File: src/rtl/spi_slave_module_pkg.sv
// Shared definitions for the SPI mode-0 responder: FSM encoding, SPI_In bit
// positions, widths, the AT45 status opcode and a saturating counter helper.
package spi_slave_module_pkg;

    localparam int unsigned BYTE_W    = 8;
    localparam int unsigned BIT_CNT_W = 3;

    // SPI_In bit positions
    localparam int unsigned CS_IDX   = 2;
    localparam int unsigned SCK_IDX  = 1;
    localparam int unsigned MOSI_IDX = 0;

    localparam logic [BIT_CNT_W-1:0] LAST_BIT  = BIT_CNT_W'(BYTE_W - 1);
    localparam logic [BYTE_W-1:0]    OP_STATUS = 8'hD7;

    typedef enum logic [1:0] {
        ST_IDLE  = 2'd0,
        ST_LOAD  = 2'd1,
        ST_SHIFT = 2'd2
    } state_t;

    // Byte counter increment that sticks at all-ones
    function automatic logic [BYTE_W-1:0] sat_inc(input logic [BYTE_W-1:0] v);
        return (v == {BYTE_W{1'b1}}) ? v : v + BYTE_W'(1);
    endfunction

endpackage

File: src/rtl/spi_slave_module_if.sv
// Bus bundle for spi_slave_module.
//   SPI_In[2:0] : {CS_n, SCK, MOSI}, asynchronous to the system clock
//   SPI_Out     : MISO
//   Rx_Data/Rx_Valid            : received byte + 1-cycle strobe
//   Tx_Data/Tx_Load/Tx_Ready    : reply byte holding-register write port
//   Tx_Underrun/Busy/Frame_Done/Byte_Cnt : frame status
// slave modport = responder side, master modport = user/bench side.
interface spi_slave_module_if;
    import spi_slave_module_pkg::*;

    logic [2:0]        SPI_In;
    logic              SPI_Out;
    logic [BYTE_W-1:0] Rx_Data;
    logic              Rx_Valid;
    logic [BYTE_W-1:0] Tx_Data;
    logic              Tx_Load;
    logic              Tx_Ready;
    logic              Tx_Underrun;
    logic              Busy;
    logic              Frame_Done;
    logic [BYTE_W-1:0] Byte_Cnt;

    modport slave (
        input  SPI_In, Tx_Data, Tx_Load,
        output SPI_Out, Rx_Data, Rx_Valid, Tx_Ready, Tx_Underrun,
               Busy, Frame_Done, Byte_Cnt
    );

    modport master (
        output SPI_In, Tx_Data, Tx_Load,
        input  SPI_Out, Rx_Data, Rx_Valid, Tx_Ready, Tx_Underrun,
               Busy, Frame_Done, Byte_Cnt
    );

endinterface

File: src/rtl/spi_sync_edge_module.sv
// Synchroniser plus edge detector for one asynchronous SPI wire.
//   clk    : system clock
//   din    : asynchronous input
//   sync   : synchronised level (registered)
//   rise_c : combinational 1-cycle pulse on synchronised rising edge
//   fall_c : combinational 1-cycle pulse on synchronised falling edge
// The flops carry no reset on purpose: they keep tracking the wire through
// reset, so releasing reset can never fabricate a CS or SCK edge.
module spi_sync_edge_module #(
    parameter int unsigned SYNC_STAGES = 2
) (
    input  logic clk,
    input  logic din,
    output logic sync,
    output logic rise_c,
    output logic fall_c
);

    logic [SYNC_STAGES-1:0] chain;
    logic                   prev;

    always_ff @(posedge clk) begin
        chain <= {chain[SYNC_STAGES-2:0], din};
        prev  <= chain[SYNC_STAGES-1];
    end

    assign sync   = chain[SYNC_STAGES-1];
    assign rise_c = sync & ~prev;
    assign fall_c = ~sync & prev;

endmodule

File: src/rtl/spi_slave_module.sv
// SPI mode-0, MSB-first responder oversampled on CLK.
//   CLK  : system clock
//   RSTn : synchronous active-low reset
//   bus  : spi_slave_module_if.slave (SPI wires, rx strobe, tx holding reg,
//          frame status)
// Optional feature macro: SPI_SLAVE_STATUS_EN -- after a first byte of 8'hD7
// every further byte of that frame replies STATUS_VAL from internal logic.
module spi_slave_module
    import spi_slave_module_pkg::*;
#(
    parameter int unsigned       SYNC_STAGES = 2,
    parameter logic [BYTE_W-1:0] IDLE_TX     = 8'hFF,
    parameter logic [BYTE_W-1:0] STATUS_VAL  = 8'hAC
) (
    input logic               CLK,
    input logic               RSTn,
    spi_slave_module_if.slave bus
);

    logic cs_s, cs_rise_c, cs_fall_c;
    logic sck_s, sck_rise_c, sck_fall_c;
    logic unused_sck_level;
    logic [SYNC_STAGES-1:0] mosi_chain;
    logic                   mosi_s;

    state_t                state_q, state_d;
    logic [BIT_CNT_W-1:0]  bit_cnt_q;
    logic [BYTE_W-1:0]     rx_shift_q, tx_shift_q, hold_q;

    logic start_c, reload_c, rx_bit_c, tx_bit_c, end_frame_c;
    logic use_status_c, take_hold_c, underrun_c, load_accept_c;
    logic [BYTE_W-1:0] reload_byte_c, rx_byte_c;

    spi_sync_edge_module #(.SYNC_STAGES(SYNC_STAGES)) u_cs_sync (
        .clk(CLK), .din(bus.SPI_In[CS_IDX]),
        .sync(cs_s), .rise_c(cs_rise_c), .fall_c(cs_fall_c)
    );

    spi_sync_edge_module #(.SYNC_STAGES(SYNC_STAGES)) u_sck_sync (
        .clk(CLK), .din(bus.SPI_In[SCK_IDX]),
        .sync(sck_s), .rise_c(sck_rise_c), .fall_c(sck_fall_c)
    );

    // Only the SCK edges matter; the level is left unconsumed.
    assign unused_sck_level = sck_s;

    // MOSI needs no edge detection, just the same synchroniser depth
    always_ff @(posedge CLK) begin
        mosi_chain <= {mosi_chain[SYNC_STAGES-2:0], bus.SPI_In[MOSI_IDX]};
    end
    assign mosi_s = mosi_chain[SYNC_STAGES-1];

    // State register
    always_ff @(posedge CLK) begin
        if (!RSTn) state_q <= ST_IDLE;
        else       state_q <= state_d;
    end

    // Next-state logic; CS rise overrides everything
    always_comb begin
        state_d = state_q;
        if (cs_rise_c) begin
            state_d = ST_IDLE;
        end else begin
            case (state_q)
                ST_IDLE:  if (cs_fall_c) state_d = ST_LOAD;
                ST_LOAD:  state_d = ST_SHIFT;
                ST_SHIFT: state_d = ST_SHIFT;
                default:  state_d = ST_IDLE;
            endcase
        end
    end

    // Output decode: per-cycle datapath actions; an SCK edge coinciding with
    // CS rise is dropped
    always_comb begin
        start_c     = 1'b0;
        reload_c    = 1'b0;
        rx_bit_c    = 1'b0;
        tx_bit_c    = 1'b0;
        end_frame_c = cs_rise_c && (state_q != ST_IDLE);
        if (!cs_rise_c) begin
            case (state_q)
                ST_LOAD: begin
                    start_c  = 1'b1;
                    reload_c = 1'b1;
                end
                ST_SHIFT: begin
                    if (sck_rise_c) begin
                        rx_bit_c = 1'b1;
                    end else if (sck_fall_c) begin
                        if (bit_cnt_q == '0) reload_c = 1'b1;
                        else                 tx_bit_c = 1'b1;
                    end
                end
                default: ;
            endcase
        end
    end

`ifdef SPI_SLAVE_STATUS_EN
    // Status-read mode: first byte of the frame was the AT45 status opcode
    logic status_q;
    always_ff @(posedge CLK) begin
        if (!RSTn || start_c || end_frame_c)
            status_q <= 1'b0;
        else if (rx_bit_c && bit_cnt_q == LAST_BIT && bus.Byte_Cnt == '0 &&
                 rx_byte_c == OP_STATUS)
            status_q <= 1'b1;
    end
    assign use_status_c = status_q;
`else
    assign use_status_c = 1'b0;
`endif

    // Reply source: status byte, queued byte (holding full = !Tx_Ready) or fill
    assign take_hold_c   = reload_c && !use_status_c && !bus.Tx_Ready;
    assign underrun_c    = reload_c && !use_status_c && bus.Tx_Ready;
    assign reload_byte_c = use_status_c  ? STATUS_VAL :
                           !bus.Tx_Ready ? hold_q     : IDLE_TX;
    assign load_accept_c = bus.Tx_Load && bus.Tx_Ready;
    assign rx_byte_c     = {rx_shift_q[BYTE_W-2:0], mosi_s};

    // Datapath and registered outputs
    always_ff @(posedge CLK) begin
        if (!RSTn) begin
            bus.SPI_Out     <= 1'b1;
            bus.Rx_Data     <= '0;
            bus.Rx_Valid    <= 1'b0;
            bus.Tx_Ready    <= 1'b1;
            bus.Tx_Underrun <= 1'b0;
            bus.Busy        <= 1'b0;
            bus.Frame_Done  <= 1'b0;
            bus.Byte_Cnt    <= '0;
            bit_cnt_q       <= '0;
            rx_shift_q      <= '0;
            tx_shift_q      <= IDLE_TX;
            hold_q          <= '0;
        end else begin
            bus.Rx_Valid    <= 1'b0;
            bus.Tx_Underrun <= 1'b0;
            bus.Frame_Done  <= 1'b0;
            bus.Busy        <= ~cs_s;

            // Load and consume are exclusive: load needs empty, consume full
            if (load_accept_c) begin
                hold_q       <= bus.Tx_Data;
                bus.Tx_Ready <= 1'b0;
            end else if (take_hold_c) begin
                bus.Tx_Ready <= 1'b1;
            end

            if (end_frame_c) begin
                bus.Frame_Done <= 1'b1;
                bus.SPI_Out    <= 1'b1;
                bit_cnt_q      <= '0;
            end

            if (start_c) begin
                bus.Byte_Cnt <= '0;
                bit_cnt_q    <= '0;
            end

            if (reload_c) begin
                tx_shift_q      <= reload_byte_c;
                bus.SPI_Out     <= reload_byte_c[BYTE_W-1];
                bus.Tx_Underrun <= underrun_c;
            end

            if (tx_bit_c) begin
                bus.SPI_Out <= tx_shift_q[BYTE_W-2];
                tx_shift_q  <= {tx_shift_q[BYTE_W-2:0], 1'b1};
            end

            if (rx_bit_c) begin
                rx_shift_q <= rx_byte_c;
                if (bit_cnt_q == LAST_BIT) begin
                    bus.Rx_Data  <= rx_byte_c;
                    bus.Rx_Valid <= 1'b1;
                    bus.Byte_Cnt <= sat_inc(bus.Byte_Cnt);
                    bit_cnt_q    <= '0;
                end else begin
                    bit_cnt_q <= bit_cnt_q + BIT_CNT_W'(1);
                end
            end
        end
    end

endmodule
File: src/flat_wrapper.sv
// flat-port wrapper written by rule: the top's interface ports become plain ports
module spi_slave_module_flat import spi_slave_module_pkg::*;
#(
    parameter int unsigned       SYNC_STAGES = 2,
    parameter logic [BYTE_W-1:0] IDLE_TX     = 8'hFF,
    parameter logic [BYTE_W-1:0] STATUS_VAL  = 8'hAC
)
  (CLK, RSTn, bus_SPI_In, bus_Tx_Data, bus_Tx_Load, bus_SPI_Out, bus_Rx_Data, bus_Rx_Valid, bus_Tx_Ready, bus_Tx_Underrun, bus_Busy, bus_Frame_Done, bus_Byte_Cnt);
  spi_slave_module_if bus_i ();
  input logic CLK;
  input logic RSTn;
  input wire logic [$bits(bus_i.SPI_In)-1:0] bus_SPI_In;
  input wire logic [$bits(bus_i.Tx_Data)-1:0] bus_Tx_Data;
  input wire logic [$bits(bus_i.Tx_Load)-1:0] bus_Tx_Load;
  output wire logic [$bits(bus_i.SPI_Out)-1:0] bus_SPI_Out;
  output wire logic [$bits(bus_i.Rx_Data)-1:0] bus_Rx_Data;
  output wire logic [$bits(bus_i.Rx_Valid)-1:0] bus_Rx_Valid;
  output wire logic [$bits(bus_i.Tx_Ready)-1:0] bus_Tx_Ready;
  output wire logic [$bits(bus_i.Tx_Underrun)-1:0] bus_Tx_Underrun;
  output wire logic [$bits(bus_i.Busy)-1:0] bus_Busy;
  output wire logic [$bits(bus_i.Frame_Done)-1:0] bus_Frame_Done;
  output wire logic [$bits(bus_i.Byte_Cnt)-1:0] bus_Byte_Cnt;
  assign bus_i.SPI_In = bus_SPI_In;
  assign bus_i.Tx_Data = bus_Tx_Data;
  assign bus_i.Tx_Load = bus_Tx_Load;
  assign bus_SPI_Out = bus_i.SPI_Out;
  assign bus_Rx_Data = bus_i.Rx_Data;
  assign bus_Rx_Valid = bus_i.Rx_Valid;
  assign bus_Tx_Ready = bus_i.Tx_Ready;
  assign bus_Tx_Underrun = bus_i.Tx_Underrun;
  assign bus_Busy = bus_i.Busy;
  assign bus_Frame_Done = bus_i.Frame_Done;
  assign bus_Byte_Cnt = bus_i.Byte_Cnt;
  spi_slave_module #(.SYNC_STAGES(SYNC_STAGES), .IDLE_TX(IDLE_TX), .STATUS_VAL(STATUS_VAL)) u_core (.CLK(CLK), .RSTn(RSTn), .bus(bus_i));
endmodule
File: config.mk
export PLATFORM = sky130hd
export DESIGN_NAME = spi_slave_module_flat
export DESIGN_NICKNAME = d
export VERILOG_FILES = /design/src/rtl/spi_slave_module_pkg.sv /design/src/rtl/spi_slave_module_if.sv /design/src/rtl/spi_sync_edge_module.sv /design/src/rtl/spi_slave_module.sv /design/src/flat_wrapper.sv
export SDC_FILE = /design/constraint.sdc
export NUM_CORES = 1
export LEC_CHECK = 0
export CELL_PAD_IN_SITES_DETAIL_PLACEMENT = 2
export CELL_PAD_IN_SITES_GLOBAL_PLACEMENT = 2
export CORE_MARGIN = 2
export CORE_UTILIZATION = 29
export DETAILED_ROUTE_END_ITERATION = 16
export PLACE_DENSITY_LB_ADDON = 0.1
export RECOVER_POWER = 100
export SLEW_MARGIN = 40
export SYNTH_ARGS = -nofsm -noshare
export SYNTH_HDL_FRONTEND = slang
export SYNTH_SLANG_ARGS = --single-unit
File: constraint.sdc
create_clock -name CLK -period 1.5 [get_ports CLK]
set_input_delay 0.3 -clock CLK [delete_from_list [all_inputs] [get_ports CLK]]
set_output_delay 0.3 -clock CLK [all_outputs]
set_load 0.02 [all_outputs]
==> impl_metrics.json <==
{
  "met1_usage": 0.2329,
  "syn_nets": 291,
  "finClkSkew_ns": 0.009270,
  "grt-busiest-layer": "met2",
  "switching_power_uw": 1048,
  "clockRootBuffer": "clkbuf_8",
  "ir_worst_vdd_mv": 0.4112,
  "status": "complete, but fails checks",
  "synth_top_area_share": 0.4825,
  "p_int_uw": 2643,
  "synth_area_leader_cell": "dfxtp_1",
  "dr.pass1.iters": 4,
  "grt_max_degree": 27,
  "use_met2": 0.3190,
  "viasPerCell": 4.921,
  "layout-drive-gt1-share": 0.3652,
  "required_ns": 1.72,
  "die_area_sq_um": 8892,
  "hpwl_um": 5104,
  "slew_headroom": 0.6924,
  "max_stage_delay_ns": 0.36,
  "htreeDepth": 3,
  "antenna_left": 0,
  "cts_buffers": 9,
  "arrival_ns": 1.92,
  "critPathLaunchType": "flop",
  "p_leak_uw": 0.001593,
  "clockPowerShare": 0.391,
  "critPathMaxFanout": 5,
  "clkLatencyLatePin_ns": 0.35,
  "sw_frac_of_total": 0.2840,
  "layout_commonest_cell": "dfxtp_1",
  "drt_iter0_drc": 38,
  "antenna_found_initial": 0,
  "finalSetupViolCount": 25,
  "critical-path-top-delay-family": "flip-flops",
  "grt_usage": 0.1897,
  "rsz0062_at_grt": "true",
  "synth_ff_type": "dfxtp_1",
  "ys_warn_count": 0,
  "syn_inst": 269,
  "cts.sinks": 57,
  "post_drt_wl_per_cell_um": 17.11,
  "slew_viol_final": 0,
  "syn_area_per_cell_sq_um": 8.791,
  "period_minus_slack_ns": 1.692,
  "grt_pass1_wl_um": 12620,
  "synth_area_leaders": "dfxtp_1 48%, nand2_1 7.8%, a21oi_1 6.3%",
  "num-nets-final": 373,
  "use_met3": 0.04093,
  "drt-total-wl_um": 7837,
  "synth_async_sr_flop_share": 0,
  "syn_area_sq_um": 2365,
  "final_cell_count_no_fill": 458,
  "crit_slowest_cell": "dfxtp_2",
  "dpl_cell_area_sq_um": 3153,
  "ys_seq_area_frac": 0.4825,
  "hold_class": "reg -> reg",
  "p_total_uw": 3691,
  "path_cells": "inv_4 -> ha_4 -> and3b_2 -> mux2i_4 -> buf_6 -> o41ai_4 -> o21ai_1",
  "route.detailed.drc": 0,
  "grt-ovfl-total": 0,
  "max-cap-violations": 0,
  "syn2layout_area_growth_pct": 55.82,
  "p_per_area_nw_per_um2": 1002,
  "place.gp.congestion": 0.8174,
  "io_pins": 36,
  "cts_tree": "built",
  "io_buffers": 35,
  "synth_cell_types": 48,
  "timing.hold.ws_ns": 0.3304,
  "comb_power_share": 0.170,
  "hold_viol_final": 0,
  "grt_pass1_vias": 2451,
  "power_frac_seq": 0.439,
  "vias": 2254,
  "violations": "negative setup slack",
  "max_freq_ghz": 0.5911,
  "synth-edff-count": 0,
  "clk_pin_slew_ns": 0.07,
  "rows": 32,
  "start_util": 0.3029,
  "clockBufferDepth": 2,
  "die_y_um": 94.30,
  "synth-seq-cells": 57,
  "layout_common_cells": "50 x dfxtp_1, 40 x nand2_1, 37 x buf_4",
  "fin_ws_ns": -0.1917,
  "nFillCells": 849,
  "design_area_sq_um": 3685,
  "worst_pin_slew_ns": 0.4566,
  "worst_setup_path_end_kind": "flop",
  "design.core.area_sq_um": 7807,
  "dp_cells": 433,
  "num_antenna_cells": 0,
  "criticalPathCategory": "reg -> reg",
  "die_x_um": 94.30,
  "fin_crit_sh": 1.128,
  "path_buf_inv": 2
}
sequential cells by signal (all words and copies together), names as in the netlist, 2 cells and up:
name and cells:
u_core.bus.Byte_Cnt 8, u_core.bus.Rx_Data 8, u_core.hold_q 8, u_core.rx_shift_q 7, u_core.tx_shift_q 7, u_core.bit_cnt_q 3
u_core.mosi_chain 2, u_core.state_q 2, u_core.u_cs_sync.chain 2, u_core.u_sck_sync.chain 2
layout make-up:
type	instances	area [sq um]	share of cell area
inverters	15	58.81	0.01596
multi-input cells	186	1421	0.3857
flip-flops and latches	57	1155	0.3134
well taps	102	127.6	0.03463
repair buffers	82	725.7	0.1969
clock inverters	6	68.82	0.01868
clock buffers	10	127.6	0.03463
path summary, 6_finish.rpt:
check        depth (start not counted)  slack, ns                        from                          to
max                                  7      -0.19           u_core.state_q[0]          u_core.bus.SPI_Out
min                                  0       0.33  u_core.u_sck_sync.chain[0]  u_core.u_sck_sync.chain[1]
max reg2reg                          7      -0.19           u_core.state_q[0]          u_core.bus.SPI_Out
min reg2reg                          0       0.33  u_core.u_sck_sync.chain[0]  u_core.u_sck_sync.chain[1]
per-layer routing:
layer	vias to the layer above	wire length, um
li1	1109	-
met1	1111	3585
met2	23	3954
met3	11	168
met4	0	128
met5	-	0
power groups by stage:
stage,sequential (uW),clock (uW),combinational (uW)
after floorplan,1650,0,269
after global placement,1650,0,497
after detailed placement,1650,0,509
after CTS,1620,1500,556
after global routing,1630,1560,683
final,1620,1440,628
stage by stage:
| step | worst slack (ns) | setup TNS (ns) | utilization |
|---|---|---|---|
| 3_5_place_dp | -0.2146 | -5.561 | 0.4038 |
| 5_1_grt | -0.2503 | -4.940 | 0.4720 |
| 3_3_place_gp | -0.1893 | -4.147 | 0.4038 |
| 2_1_floorplan | -0.04308 | -0.1973 | - |
| 4_1_cts | -0.2008 | -2.761 | 0.4506 |
| 6_report | -0.1917 | -3.181 | 0.4720 |
worst reg2reg max path, stage by stage (launching register included):
cell and delay [ns]:
dfxtp_2 0.36, inv_4 0.05, ha_4 0.17, and3b_2 0.28, mux2i_4 0.22, buf_6 0.15
o41ai_4 0.22, o21ai_1 0.13
timing repair:
item | 4_1_cts | 5_1_grt
hold buffers | 0 | 0
buffers inserted | 6 | 3
gates cloned | 0 | 0
setup endpoints to repair | 52 | 32
resized for setup | 63 | 37
pin swaps | 24 | 19
cell families (layout without fill, tap and decap cells):
kind of cell,count (synthesis),in the layout,synth area share
AOI/OAI and AO/OA,71,71,0.1905
xor gates and xnor gates,1,1,0.003704
adders and majority gates,8,8,0.04233
buffers and inverters,26,113,0.04444
DFF,57,57,0.4825
muxes,4,4,0.02275
and+or+nand+nor,102,102,0.2138
Yosys cell counts (2+ instances only):
| master | n |
|---|---|
| dfxtp_1 | 57 |
| nand2_1 | 49 |
| a21oi_1 | 30 |
| nand3_1 | 16 |
| inv_1 | 15 |
| o21ai_0 | 11 |
| ha_1 | 8 |
| clkbuf_1 | 7 |
| nor2_1 | 7 |
| a221o_1 | 6 |
| or2_2 | 6 |
| o21a_1 | 5 |
| a31oi_1 | 3 |
| buf_2 | 3 |
| nand2b_1 | 3 |
| or3_1 | 3 |
| a211oi_1 | 2 |
| a22o_1 | 2 |
| a311oi_1 | 2 |
| mux2i_1 | 2 |
| nand3b_1 | 2 |
| nand4b_1 | 2 |
| nor3_1 | 2 |
| o21ai_1 | 2 |
Power figures use the tool's default switching activity.
